==> src/rtl/mem_arbiter_if.sv <==
// Bus bundle between the memory arbiter, its three requesters and the single-port RAM.
// The arbiter uses the slave modport; the requester/RAM side uses master.
interface mem_arbiter_if #(
  parameter int ADDR_W = 15,
  parameter int DATA_W = 32
);
  logic              if_req;
  logic [ADDR_W-1:0] if_addr;
  logic [DATA_W-1:0] if_rdata;
  logic              if_ack;

  logic              mem_req;
  logic              mem_we;
  logic [ADDR_W-1:0] mem_addr;
  logic [DATA_W-1:0] mem_wdata;
  logic [DATA_W-1:0] mem_rdata;
  logic              mem_ack;

  logic              ld_req;
  logic [ADDR_W-1:0] ld_addr;
  logic [DATA_W-1:0] ld_wdata;
  logic              ld_ack;

  logic [ADDR_W-1:0] ram_addr;
  logic [DATA_W-1:0] ram_wdata;
  logic              ram_wren;
  logic [DATA_W-1:0] ram_rdata;

  logic              busy;
  logic [1:0]        owner;

  modport slave (
    input  if_req, if_addr,
    input  mem_req, mem_we, mem_addr, mem_wdata,
    input  ld_req, ld_addr, ld_wdata,
    input  ram_rdata,
    output if_rdata, if_ack, mem_rdata, mem_ack, ld_ack,
    output ram_addr, ram_wdata, ram_wren,
    output busy, owner
  );

  modport master (
    output if_req, if_addr,
    output mem_req, mem_we, mem_addr, mem_wdata,
    output ld_req, ld_addr, ld_wdata,
    output ram_rdata,
    input  if_rdata, if_ack, mem_rdata, mem_ack, ld_ack,
    input  ram_addr, ram_wdata, ram_wren,
    input  busy, owner
  );
endinterface

==> src/rtl/mem_arbiter.sv <==
// Three-way arbiter onto one single-port RAM: loader has absolute priority,
// instruction fetch and load/store alternate on ties. One transaction every 4 cycles.
module mem_arbiter #(
  parameter int ADDR_W = 15,
  parameter int DATA_W = 32
) (
  input logic          clk,
  input logic          reset,
  mem_arbiter_if.slave bus
);
  typedef enum logic [1:0] {IDLE, ACCESS, RESP, DONE} state_t;

  localparam logic [1:0] OWN_NONE = 2'd0;
  localparam logic [1:0] OWN_IF   = 2'd1;
  localparam logic [1:0] OWN_MEM  = 2'd2;
  localparam logic [1:0] OWN_LD   = 2'd3;

  state_t            state;
  logic              wflag;
  logic              mem_last;
  logic              grant;
  logic [1:0]        sel_owner;
  logic [ADDR_W-1:0] sel_addr;
  logic [DATA_W-1:0] sel_wdata;
  logic              sel_we;

  // mem_last remembers whether MEM or IF won the most recent IF/MEM grant
  always_comb begin
    grant     = 1'b1;
    sel_owner = OWN_NONE;
    sel_addr  = '0;
    sel_wdata = '0;
    sel_we    = 1'b0;
    if (bus.ld_req) begin
      sel_owner = OWN_LD;
      sel_addr  = bus.ld_addr;
      sel_wdata = bus.ld_wdata;
      sel_we    = 1'b1;
    end else if (bus.mem_req && (!bus.if_req || !mem_last)) begin
      sel_owner = OWN_MEM;
      sel_addr  = bus.mem_addr;
      sel_wdata = bus.mem_wdata;
      sel_we    = bus.mem_we;
    end else if (bus.if_req) begin
      sel_owner = OWN_IF;
      sel_addr  = bus.if_addr;
    end else begin
      grant = 1'b0;
    end
  end

  always_ff @(posedge clk) begin
    if (reset) begin
      state         <= IDLE;
      wflag         <= 1'b0;
      mem_last      <= 1'b0;
      bus.owner     <= OWN_NONE;
      bus.busy      <= 1'b0;
      bus.if_ack    <= 1'b0;
      bus.mem_ack   <= 1'b0;
      bus.ld_ack    <= 1'b0;
      bus.ram_wren  <= 1'b0;
      bus.ram_addr  <= '0;
      bus.ram_wdata <= '0;
      bus.if_rdata  <= '0;
      bus.mem_rdata <= '0;
    end else begin
      bus.if_ack  <= 1'b0;
      bus.mem_ack <= 1'b0;
      bus.ld_ack  <= 1'b0;
      case (state)
        IDLE: begin
          if (grant) begin
            state         <= ACCESS;
            bus.owner     <= sel_owner;
            bus.busy      <= 1'b1;
            bus.ram_addr  <= sel_addr;
            bus.ram_wdata <= sel_wdata;
            bus.ram_wren  <= sel_we;
            wflag         <= sel_we;
            if (sel_owner == OWN_MEM) mem_last <= 1'b1;
            else if (sel_owner == OWN_IF) mem_last <= 1'b0;
          end
        end
        ACCESS: begin
          state        <= RESP;
          bus.ram_wren <= 1'b0;
        end
        RESP: begin
          state <= DONE;
          // RAM data is valid now, one cycle after the address was presented
          if (!wflag && bus.owner == OWN_IF)  bus.if_rdata  <= bus.ram_rdata;
          if (!wflag && bus.owner == OWN_MEM) bus.mem_rdata <= bus.ram_rdata;
          case (bus.owner)
            OWN_IF:  bus.if_ack  <= 1'b1;
            OWN_MEM: bus.mem_ack <= 1'b1;
            OWN_LD:  bus.ld_ack  <= 1'b1;
            default: ;
          endcase
        end
        DONE: begin
          state     <= IDLE;
          bus.owner <= OWN_NONE;
          bus.busy  <= 1'b0;
        end
        default: state <= IDLE;
      endcase
    end
  end
endmodule
==> src/flat_wrapper.sv <==
// flat-port wrapper written by rule: the top's interface ports become plain ports
module mem_arbiter_flat 
#(
  parameter int ADDR_W = 15,
  parameter int DATA_W = 32
)
  (clk, reset, bus_if_req, bus_if_addr, bus_mem_req, bus_mem_we, bus_mem_addr, bus_mem_wdata, bus_ld_req, bus_ld_addr, bus_ld_wdata, bus_ram_rdata, bus_if_rdata, bus_if_ack, bus_mem_rdata, bus_mem_ack, bus_ld_ack, bus_ram_addr, bus_ram_wdata, bus_ram_wren, bus_busy, bus_owner);
  mem_arbiter_if #(.ADDR_W(ADDR_W), .DATA_W(DATA_W)) bus_i ();
  input logic clk;
  input logic reset;
  input wire logic [$bits(bus_i.if_req)-1:0] bus_if_req;
  input wire logic [$bits(bus_i.if_addr)-1:0] bus_if_addr;
  input wire logic [$bits(bus_i.mem_req)-1:0] bus_mem_req;
  input wire logic [$bits(bus_i.mem_we)-1:0] bus_mem_we;
  input wire logic [$bits(bus_i.mem_addr)-1:0] bus_mem_addr;
  input wire logic [$bits(bus_i.mem_wdata)-1:0] bus_mem_wdata;
  input wire logic [$bits(bus_i.ld_req)-1:0] bus_ld_req;
  input wire logic [$bits(bus_i.ld_addr)-1:0] bus_ld_addr;
  input wire logic [$bits(bus_i.ld_wdata)-1:0] bus_ld_wdata;
  input wire logic [$bits(bus_i.ram_rdata)-1:0] bus_ram_rdata;
  output wire logic [$bits(bus_i.if_rdata)-1:0] bus_if_rdata;
  output wire logic [$bits(bus_i.if_ack)-1:0] bus_if_ack;
  output wire logic [$bits(bus_i.mem_rdata)-1:0] bus_mem_rdata;
  output wire logic [$bits(bus_i.mem_ack)-1:0] bus_mem_ack;
  output wire logic [$bits(bus_i.ld_ack)-1:0] bus_ld_ack;
  output wire logic [$bits(bus_i.ram_addr)-1:0] bus_ram_addr;
  output wire logic [$bits(bus_i.ram_wdata)-1:0] bus_ram_wdata;
  output wire logic [$bits(bus_i.ram_wren)-1:0] bus_ram_wren;
  output wire logic [$bits(bus_i.busy)-1:0] bus_busy;
  output wire logic [$bits(bus_i.owner)-1:0] bus_owner;
  assign bus_i.if_req = bus_if_req;
  assign bus_i.if_addr = bus_if_addr;
  assign bus_i.mem_req = bus_mem_req;
  assign bus_i.mem_we = bus_mem_we;
  assign bus_i.mem_addr = bus_mem_addr;
  assign bus_i.mem_wdata = bus_mem_wdata;
  assign bus_i.ld_req = bus_ld_req;
  assign bus_i.ld_addr = bus_ld_addr;
  assign bus_i.ld_wdata = bus_ld_wdata;
  assign bus_i.ram_rdata = bus_ram_rdata;
  assign bus_if_rdata = bus_i.if_rdata;
  assign bus_if_ack = bus_i.if_ack;
  assign bus_mem_rdata = bus_i.mem_rdata;
  assign bus_mem_ack = bus_i.mem_ack;
  assign bus_ld_ack = bus_i.ld_ack;
  assign bus_ram_addr = bus_i.ram_addr;
  assign bus_ram_wdata = bus_i.ram_wdata;
  assign bus_ram_wren = bus_i.ram_wren;
  assign bus_busy = bus_i.busy;
  assign bus_owner = bus_i.owner;
  mem_arbiter #(.ADDR_W(ADDR_W), .DATA_W(DATA_W)) u_core (.clk(clk), .reset(reset), .bus(bus_i));
endmodule
==> config.mk <==
export PLATFORM = sky130hd
export DESIGN_NAME = mem_arbiter_flat
export DESIGN_NICKNAME = d
export VERILOG_FILES = /design/src/rtl/mem_arbiter_if.sv /design/src/rtl/mem_arbiter.sv /design/src/flat_wrapper.sv
export SDC_FILE = /design/constraint.sdc
export NUM_CORES = 1
export LEC_CHECK = 0
export ABC_AREA = 1
export CORE_MARGIN = 1.5
export CORE_UTILIZATION = 45
export CTS_BUF_LIST = sky130_fd_sc_hd__clkbuf_2 sky130_fd_sc_hd__clkbuf_4 sky130_fd_sc_hd__clkbuf_8
export DETAILED_ROUTE_END_ITERATION = 12
export PLACE_DENSITY = 0.87
export SLEW_MARGIN = 20
export SYNTH_ARGS = -nofsm -noshare
export SYNTH_HDL_FRONTEND = slang
export SYNTH_SLANG_ARGS = --single-unit
==> constraint.sdc <==
create_clock -name clk -period 3 [get_ports clk]
set_input_delay 0.75 -clock clk [delete_from_list [all_inputs] [get_ports clk]]
set_output_delay 0.75 -clock clk [all_outputs]
set_load 0.02 [all_outputs]
==> implementation parameters <==
Parameter                              Value

Synth
  Synth Area per Inst ... ~6.8 sq um
  Cell taking the most area after synthesis ... sky130_fd_sc_hd__dfxtp_1
  Top_reg_cell synth ... sky130_fd_sc_hd__dfxtp_1
  Cell with the most instances after synthesis ... sky130_fd_sc_hd__nand2_1
  Total number of yosys warnings ... 0
  Post-synth top area share ... between 40% and 50%
  Number of nets in the synthesized netlist ... between 900 and 1,000
  Cells after Synth ... 804
  FFs w/ async S/R, synth ... 0%
  Cell area after synthesis ... 5510 sq um
  Commonest cells in the netlist ... 289 x sky130_fd_sc_hd__nand2_1, 122 x sky130_fd_sc_hd__dfxtp_1, 93 x sky130_fd_sc_hd__a21oi_1, 67 x sky130_fd_sc_hd__nand3_1, 52 x sky130_fd_sc_hd__nor2_1
  Synth cell types ... 23
  Count of flip-flops with a built-in enable after synthesis ... 0
  Cell types with the largest area share after synthesis ... sky130_fd_sc_hd__dfxtp_1 44%, sky130_fd_sc_hd__nand2_1 20%, sky130_fd_sc_hd__a21oi_1 8.5%, sky130_fd_sc_hd__nand3_1 6.1%, sky130_fd_sc_hd__o21ai_0 4.5%
  Number of flip-flops and latches in the synthesized netlist ... around 120
  Sequential fraction of the synthesis area ... between 40 and 50%

Routing
  Drc violations ... 0
  Detail Route Antenna Nets ... 0
  Initial drt markers ... 471
  Overall routed net length ... 16.9 mm
  Drt pass-1 iters ... 5
  Via count ... roughly 6,000
  Average routed wire per standard cell ... 14.1 um
  Vias per std cell ... roughly 5

Clock network
  Post-CTS Setup Repair Bufs ... 0
  Maximum count of clock buffers along a single path ... 2
  Total clock sinks ... roughly 120
  Number of buffers added by the clock tree synthesis step ... 17
  CTS root buf ... sky130_fd_sc_hd__clkbuf_8
  Clock Latency Late Sink ... 0.43 ns
  CTS-repair resized insts ... 0
  H-tree Lvls ... 4
  # hold bufs at CTS ... 0
  Register clock-pin slew on the reported worst setup and hold paths ... 0.07 ns
  TritonCTS clock tree ... yes

Placed design
  Placed instance count ... 1,169
  Total of buffers placed on input and output ports ... around 260
  Dpl hpwl ... between 10 and 15 mm
  RePlAce Congestion ... between 0.8 and 0.9

Global routing
  Overflow after GRT ... 0
  Global-route wire length before repair ... around 27 mm
  Antenna violations before repair ... 0
  Global-route total usage across every layer ... 26.1%
  Vias in the first global route ... 5,690
  Maximum number of pins on one net before global-route repair ... 66

Floorplanning
  Placeable core area ... 12,000 sq um
  Die height ... between 100 and 150 um
  Initial core utilization ... between 40% and 50%
  I/O Pins ... about 270
  Count of standard-cell rows ... 40
  Overall die area ... around 13,000 sq um
  Width of the chip ... roughly 110 um

Worst setup path
  CP max stage delay ... between 0.7 and 0.8 ns
  Family of cells with the greatest summed delay on the critical path ... buffers and inverters
  CP bufs+invs ... 1
  Cell chain of the critical path ... clkdlybuf4s50_1
  Worst-path cell with the longest stage delay ... sky130_fd_sc_hd__clkdlybuf4s50_1
  Critical Path Sink Type ... output pin
  Path type of the worst setup path ... register to output pin
  Category of the worst setup path launch point ... register
  Top fanout value on the critical path ... 5
  Data required time at the worst endpoint ... roughly 2.3 ns
  Worst EP arrival ... between 1.5 and 2 ns

Timing
  Slew Limit Fails ... 0
  Setup Skew ... ~0.021 ns
  Final critical-path share of the clock period ... between 70% and 80%
  Setup repair after global routing missed its margin ... no
  Fmax achieved ... between 400 and 500 MHz
  Number of hold violations in the final report ... 0
  Fin Setup TNS ... 0 ns
  Setup-failing EPs final ... 0
  Clock period minus final worst setup slack ... roughly 2.3 ns
  Worst-case hold slack ... 0.461 ns
  Worst slew slack as a fraction of its limit ... approximately 56%
  Pin slew with the least headroom to its limit ... roughly 0.66 ns

Finish
  Area grow syn2layout ... 54.9%
  Final instance count without filler cells ... between 1,000 and 1,500
  Proportion of layout cells with a drive suffix above 1 ... around 7.4%
  Number of nets in the final layout ... 1,194
  N_diodes ... 0
  Number of fill cells in the layout ... 1,011
  Area of the multi-input gates ... ~2700 sq um
  Combined flip-flop and latch cell area ... ~2400 sq um

Worst hold path
  Class of the tightest hold or removal check ... register to register

Power and ir drop
  Leakage power total ... 0.00326 uW
  Peak supply drop ... 0.000346 V
  P per Cell Area ... 657 nW/um^2

Status
  Outcome ... finished, final reports clean

Run
  # Max-Cap Violations ... 0
final cells by class:
cell class                 count  share of cell area [%]
timing repair buffer         279                    32.2
multi-input combinational    589                    31.1
sequential                   122                    28.6
clock buffer                  17                    2.74
tap                          147                    2.16
clock inverter                14                    1.75
inverter                      32                    1.41
report_power, final:
group          total [uW]  internal [uW]  switching (uW)
Sequential           1990           1850             137
Clock                1430            738             696
Combinational        2180            872            1300
Total                5600           3460            2140
path summary, 6_finish.rpt:
kind                                        startpoint                 endpoint  slack (ns)  depth (start not counted)
worst max-delay path               u_core.bus.owner[1]             bus_owner[1]        0.71                          1
worst min-delay path            u_core.bus.if_rdata[2]   u_core.bus.if_rdata[2]        0.46                          2
worst max register to register         u_core.state[0]  u_core.bus.if_rdata[17]        0.96                          9
worst min register to register  u_core.bus.if_rdata[2]   u_core.bus.if_rdata[2]        0.46                          2
placed cells by master, fill, tap and decap left out, drive strengths merged:
cell | netlist | final
nor2 | 52 | 52
clkdlybuf4s50 | 0 | 262
or2 | 1 | 1
a31oi | 1 | 1
clkbuf | 30 | 17
ha | 6 | 6
o21ai | 51 | 51
inv | 32 | 35
nand2 | 302 | 302
clkinv | 0 | 5
nand4 | 2 | 2
nand3 | 68 | 68
buf | 31 | 17
a21oi | 103 | 103
dfxtp | 122 | 122
nor3 | 3 | 3
bufinv | 0 | 2
clkinvlp | 0 | 4
metrics by stage:
stage / utilization (%) / setup slack [ns] / total power (uW) / cell area (sq um)
3_3_place_gp: 68.1 / 0.484 / 4160 / 8150
5_1_grt: 71.3 / 0.647 / 5920 / 8530
6_report: 71.3 / 0.705 / 5600 / 8530
3_5_place_dp: 68.1 / 0.356 / 4190 / 8150
2_1_floorplan: - / 0.991 / 3350 / 5510
4_1_cts: 71.3 / 0.690 / 5620 / 8530
registers in the layout, indices dropped and copies added, names as in the netlist, 2 cells and up:
name and cells:
u_core.bus.owner 2, u_core.state 2, u_core.bus.mem_rdata 32, u_core.bus.if_rdata 32, u_core.bus.ram_wdata 32, u_core.bus.ram_addr 15
cell families (layout without fill, tap and decap cells):
logic type               count (synthesis)  count (layout)  synth area share [%]
AND/OR/NAND/NOR                        428             428                  31.8
AO/OA/AOI/OAI                          155             155                  14.8
flip-flops                             122             122                  44.4
adder cells (fa/ha/maj)                  6               6                  1.36
buffers and inverters                   93             342                  7.66
routing by layer:
metal	wire, um	track usage (%)
met2	8470	46.2
met1	6830	29.5
met5	0	0
met4	443	9.67
met3	1170	7.97
worst reg2reg max path, stage by stage (launching register included):
cell and delay (ns):
sky130_fd_sc_hd__dfxtp_1 0.34, sky130_fd_sc_hd__inv_1 0.11, sky130_fd_sc_hd__ha_1 0.20, sky130_fd_sc_hd__inv_1 0.08
sky130_fd_sc_hd__nor2_4 0.08, sky130_fd_sc_hd__buf_4 0.52, sky130_fd_sc_hd__nand2_1 0.11, sky130_fd_sc_hd__buf_4 0.28
sky130_fd_sc_hd__nand2_1 0.13, sky130_fd_sc_hd__a21oi_1 0.07
No activity file was read; power rests on OpenSTA's default activity.
